$ cat src/rtl/truth_table_sweeper.sv
// truth_table_sweeper
// Walks every input vector of a small combinational function block in
// ascending order, records the function output for each vector, and compares
// the recorded truth table against an expected table latched at start.
// Results (captured table, mismatch count, first failing vector, pass flag)
// stay valid after the sweep until the next start.

module truth_table_sweeper #(
    parameter int N_IN   = 4,
    parameter int SETTLE = 1
) (
    input  logic                 clk_i,
    input  logic                 rst_ni,
    input  logic                 start_i,
    input  logic [2**N_IN-1:0]   expected_i,
    input  logic                 f_in_i,
    output logic [N_IN-1:0]      vec_out_o,
    output logic                 busy_o,
    output logic                 done_o,
    output logic [2**N_IN-1:0]   table_out_o,
    output logic [N_IN:0]        mismatch_cnt_o,
    output logic [N_IN-1:0]      first_fail_o,
    output logic                 pass_o
);

    // Number of vectors in one sweep and the widths derived from it.
    localparam int NumVec = 2**N_IN;
    localparam int CntW   = N_IN + 1;

    // The settle counter runs 0 .. SETTLE-1, so it needs at least one bit
    // even when SETTLE is 1.
    localparam int SetW = (SETTLE > 1) ? $clog2(SETTLE) : 1;

    localparam logic [SetW-1:0] LastSettle = SetW'(SETTLE - 1);
    localparam logic [N_IN-1:0] LastVec    = N_IN'(NumVec - 1);

    // Sweep sequencer states.
    typedef enum logic [1:0] {
        IDLE   = 2'd0,
        APPLY  = 2'd1,
        SAMPLE = 2'd2,
        DONE   = 2'd3
    } state_e;

    state_e                state_q,        state_d;
    logic [N_IN-1:0]       vecIdx_q,       vecIdx_d;
    logic [SetW-1:0]       settleCnt_q,    settleCnt_d;
    logic [NumVec-1:0]     expLatched_q,   expLatched_d;
    logic [NumVec-1:0]     captured_q,     captured_d;
    logic [CntW-1:0]       mismatchCnt_q,  mismatchCnt_d;
    logic [N_IN-1:0]       firstFail_q,    firstFail_d;
    logic                  pass_q,         pass_d;

    // A vector fails when the function output disagrees with the expected
    // bit for the vector currently applied.
    logic sampleMismatch;
    assign sampleMismatch = (f_in_i != expLatched_q[vecIdx_q]);

    // Next-state logic: walks IDLE -> (APPLY -> SAMPLE) x NumVec -> DONE -> IDLE.
    always_comb begin
        state_d       = state_q;
        vecIdx_d      = vecIdx_q;
        settleCnt_d   = settleCnt_q;
        expLatched_d  = expLatched_q;
        captured_d    = captured_q;
        mismatchCnt_d = mismatchCnt_q;
        firstFail_d   = firstFail_q;
        pass_d        = pass_q;

        case (state_q)
            IDLE: begin
                // Between sweeps the driven vector parks at 0 and the
                // results of the previous sweep are held.
                vecIdx_d    = '0;
                settleCnt_d = '0;
                if (start_i) begin
                    state_d       = APPLY;
                    expLatched_d  = expected_i;
                    captured_d    = '0;
                    mismatchCnt_d = '0;
                    firstFail_d   = '0;
                    pass_d        = 1'b0;
                end
            end

            APPLY: begin
                // Hold the vector for SETTLE cycles so the function block
                // output has settled before it is sampled.
                if (settleCnt_q == LastSettle) begin
                    settleCnt_d = '0;
                    state_d     = SAMPLE;
                end else begin
                    settleCnt_d = settleCnt_q + SetW'(1);
                end
            end

            SAMPLE: begin
                captured_d[vecIdx_q] = f_in_i;
                if (sampleMismatch) begin
                    mismatchCnt_d = mismatchCnt_q + CntW'(1);
                    if (mismatchCnt_q == '0) begin
                        firstFail_d = vecIdx_q;
                    end
                end
                // The index stops at the last vector rather than wrapping.
                if (vecIdx_q == LastVec) begin
                    state_d = DONE;
                    pass_d  = (mismatchCnt_d == '0);
                end else begin
                    vecIdx_d = vecIdx_q + N_IN'(1);
                    state_d  = APPLY;
                end
            end

            DONE: begin
                // Single-cycle completion state; start is not looked at here,
                // so a held start begins the next sweep from IDLE.
                state_d  = IDLE;
                vecIdx_d = '0;
            end

            default: begin
                state_d = IDLE;
            end
        endcase
    end

    // State and result registers; reset clears everything immediately.
    always_ff @(posedge clk_i or negedge rst_ni) begin
        if (!rst_ni) begin
            state_q       <= IDLE;
            vecIdx_q      <= '0;
            settleCnt_q   <= '0;
            expLatched_q  <= '0;
            captured_q    <= '0;
            mismatchCnt_q <= '0;
            firstFail_q   <= '0;
            pass_q        <= 1'b0;
        end else begin
            state_q       <= state_d;
            vecIdx_q      <= vecIdx_d;
            settleCnt_q   <= settleCnt_d;
            expLatched_q  <= expLatched_d;
            captured_q    <= captured_d;
            mismatchCnt_q <= mismatchCnt_d;
            firstFail_q   <= firstFail_d;
            pass_q        <= pass_d;
        end
    end

    // Status flags decode straight from the registered state, so they are
    // glitch-free and fall to 0 with the asynchronous reset.
    assign busy_o         = (state_q == APPLY) || (state_q == SAMPLE);
    assign done_o         = (state_q == DONE);
    assign vec_out_o      = vecIdx_q;
    assign table_out_o    = captured_q;
    assign mismatch_cnt_o = mismatchCnt_q;
    assign first_fail_o   = firstFail_q;
    assign pass_o         = pass_q;

endmodule

$ cat config.mk
export PLATFORM = sky130hd
export DESIGN_NAME = truth_table_sweeper
export DESIGN_NICKNAME = d
export VERILOG_FILES = /design/src/rtl/truth_table_sweeper.sv
export SDC_FILE = /design/constraint.sdc
export NUM_CORES = 1
export LEC_CHECK = 0
export CAP_MARGIN = 15
export CORE_MARGIN = 2
export CORE_UTILIZATION = 35
export DETAILED_ROUTE_END_ITERATION = 6
export GPL_TIMING_DRIVEN = 0
export PLACE_DENSITY_LB_ADDON = 0.15
export SLEW_MARGIN = 20
export SYNTH_ARGS = -nofsm -noshare
export SYNTH_HDL_FRONTEND = slang
export SYNTH_SLANG_ARGS = --single-unit
$ cat constraint.sdc
create_clock -name clk_i -period 6.9 [get_ports clk_i]
set_input_delay 1.035 -clock clk_i [delete_from_list [all_inputs] [get_ports clk_i]]
set_output_delay 1.035 -clock clk_i [all_outputs]
set_load 0.03 [all_outputs]
==> reports/metrics.yaml <==
ys_ff_latch: 48
crit_path_max_incr_delay_ps: 670
status: "finished clean"
ant_nets: 0
synth-seq-area-share_pct: 43.4
synth_cells: 261
post_cts_resized: 0
crit_chain: "inv_1, ha_1, clkdlybuf4s50_1"
slew-limit-headroom_pct: 55.7
drv_cap: 0
final_hold_viol_count: 0
synth_area_leaders: "dfrtp_1, mux2_2, a21boi_0, ha_1, o21ai_0"
hp-class: "reg2reg"
critPathLaunchType: "flop"
power_leakage_uw: 0.00141
rsz0062_at_grt: "false"
grt_antenna_before_repair: 0
grt_pass1_wl_um: 10300
clock.fmax_mhz: 358
netlist.area_leader.share_pct: 43.4
root_buffer: "clkbuf_8"
clkTransAtPathRegs_ps: 90
grt_max_degree: 49
setup_viol: 0
place.gp.congestion: 0.796
skew_ps: 11.5
synth_nets: 290
vias: 2149
ir_drop_v: 0.000173
insertedDiodeCount: 0
crit_arrival_ps: 1760
first_pass_iters: 4
wirelength_um: 6280
grt_overflow_total: 0
worstPathMaxFanout: 5
ys_async_sr_fraction_pct: 100
power_density_nw_per_um2: 364
yosysWarningCount: 0
period_needed_ps: 2790
p_total_uw: 1270
cts-htree-levels: 2
p_clk_share_pct: 13.4
cts.sinks: 48
core_um2: 7690
drt_drc_violations_left: 0
dieArea_um2: 8640
ys_top_cells_by_count: "dfrtp_1, o21ai_0, nand2_1"
grt_usage_pct: 15.3
syn-cell-area_um2: 2770
drv_slew: 0
dp_hpwl_um: 4650
ys_types: 40
yosysMostFrequentCell: "dfrtp_1"
switching_power_uw: 529
clk_path_buf_depth: 2
cts_made_buffers: 5
finalNetCount: 348
drive_gt1_share_pct: 14.7
synthFlopType: "dfrtp_1"
num_rows: 32
hold_slack_ps: 496
tightest_slew_ps: 655
startpoint: "state_q[1]"
hold_start: "table_out_o[9]"
clock_latency_ps: 300
area_growth_pct: 26.2
cts_tree: "built"
seq_power_share_pct: 32.7
path_class: "reg2out"
finalCritPeriodShare_pct: 40.5
slowest_stage: "clkdlybuf4s50_1"
avgSynthCellArea_um2: 10.6
timing.rr.start: "vec_out_o[0]"
portBuffers: 51
grt_pass1_vias: 2072
synth_top_cell_by_area: "dfrtp_1"
internal_power_uw: 741
cts_setup_buffers: 0
die_height_um: 92.9
initial_core_util_pct: 36.0
drt_iter0_markers: 103
endpoint_kind: "output port"
via_per_inst: 5.09
cts_hold_buf: 0
dieWidth_um: 92.9
cp.required_ps: 5860
comb_power_share_pct: 53.9
p_sw_share_pct: 41.6
synth_edf_count: 0
wire_per_inst_um: 14.9
tns_ps: 0
io-pin-count: 52
-- per-stage QoR --
stage,utilization [%],cells,setup WS [ps],cell area (um2)
2_1_floorplan,-,261,4440,2770
4_1_cts,45.4,422,4080,3490
6_report,45.4,422,4110,3490
3_3_place_gp,44.3,414,3290,3410
5_1_grt,45.4,422,4000,3490
3_5_place_dp,44.3,414,4020,3400
-- final cells by class --
cell class	instances	area (um2)
buffer	17	114
clock buffer	6	72.6
clock inverter	2	16.3
fill	736	4200
inverter	8	35.0
multi-input combinational	188	1420
sequential	48	1200
tap	102	128
timing repair buffer	51	508
-- registers in the layout, indices dropped and copies added (netlist names) --
| register | count |
|---|---|
| mismatch_cnt_o | 5 |
| first_fail_o | 4 |
| expLatched_q | 16 |
| table_out_o | 16 |
| pass_o | 1 |
| vec_out_o | 4 |
| state_q | 2 |
-- placed cells by master (no fill, tap or decap), types with 2 or more instances in the layout --
cell and instances:
nor4_1 4, nand4_1 2, nand3_1 14, a21oi_1 9
a221o_1 3, clkbuf_1 10, nor2b_1 4, clkbuf_8 6
nor2_1 8, and2_1 4, nor3_1 5, xor2_1 4
o21ai_0 21, mux2i_4 4, a32o_1 3, dfrtp_1 48
buf_6 5, ha_1 9, nand2b_1 2, a21o_1 4
a21boi_0 15, mux2_2 17, mux4_2 4, inv_1 7
clkbuf_2 2, a31oi_1 2, o21ai_1 17, clkinv_4 2
nand2_1 18, clkdlybuf4s50_1 50, mux2i_1 5
-- power by group through the flow --
stage	combinational, uW	clock, uW	sequential [uW]
floorplan	466	0	454
global placement	689	0	420
detailed placement	690	0	421
CTS	692	178	416
global route	744	192	429
finish	684	170	415
-- worst paths after layout --
kind / end / slack, ps / cells past startpoint
worst max-delay path: busy_o / 4110 / 3
worst min-delay path: table_out_o[9] / 500 / 2
worst max register to register: first_fail_o[3] / 4350 / 7
worst min register to register: table_out_o[9] / 500 / 2
max in group asynchronous: table_out_o[8] / 5740 / 1
min in group asynchronous: table_out_o[12] / 750 / 1
-- cell families (layout without fill, tap and decap cells) --
logic type / count (synthesis) / count (layout) / synth area share, %
buffers and inverters: 25 / 84 / 5.38
adders and majority gates: 9 / 9 / 4.07
DFF: 48 / 48 / 43.4
and+or+nand+nor: 66 / 66 / 11.9
AOI/OAI and AO/OA: 77 / 77 / 17.1
muxes: 30 / 30 / 15.2
xor gates and xnor gates: 6 / 6 / 2.85
-- critical path: cells and delay by family, from the launching register on --
family	cells	cell delay (ps)
buffers and inverters	2	730
DFF	1	430
adders and majority gates	1	300
-- routing by layer --
metal	global-route usage (%)	routed length [um]	vias up	part of all wire, %
li1	-	-	1064	-
met1	21.8	2990	1028	48
met2	24.1	2920	51	47
met3	3.01	299	6	4.8
met4	3.68	70	0	1.1
met5	0	0	-	0
Power figures use the tool's default switching activity.
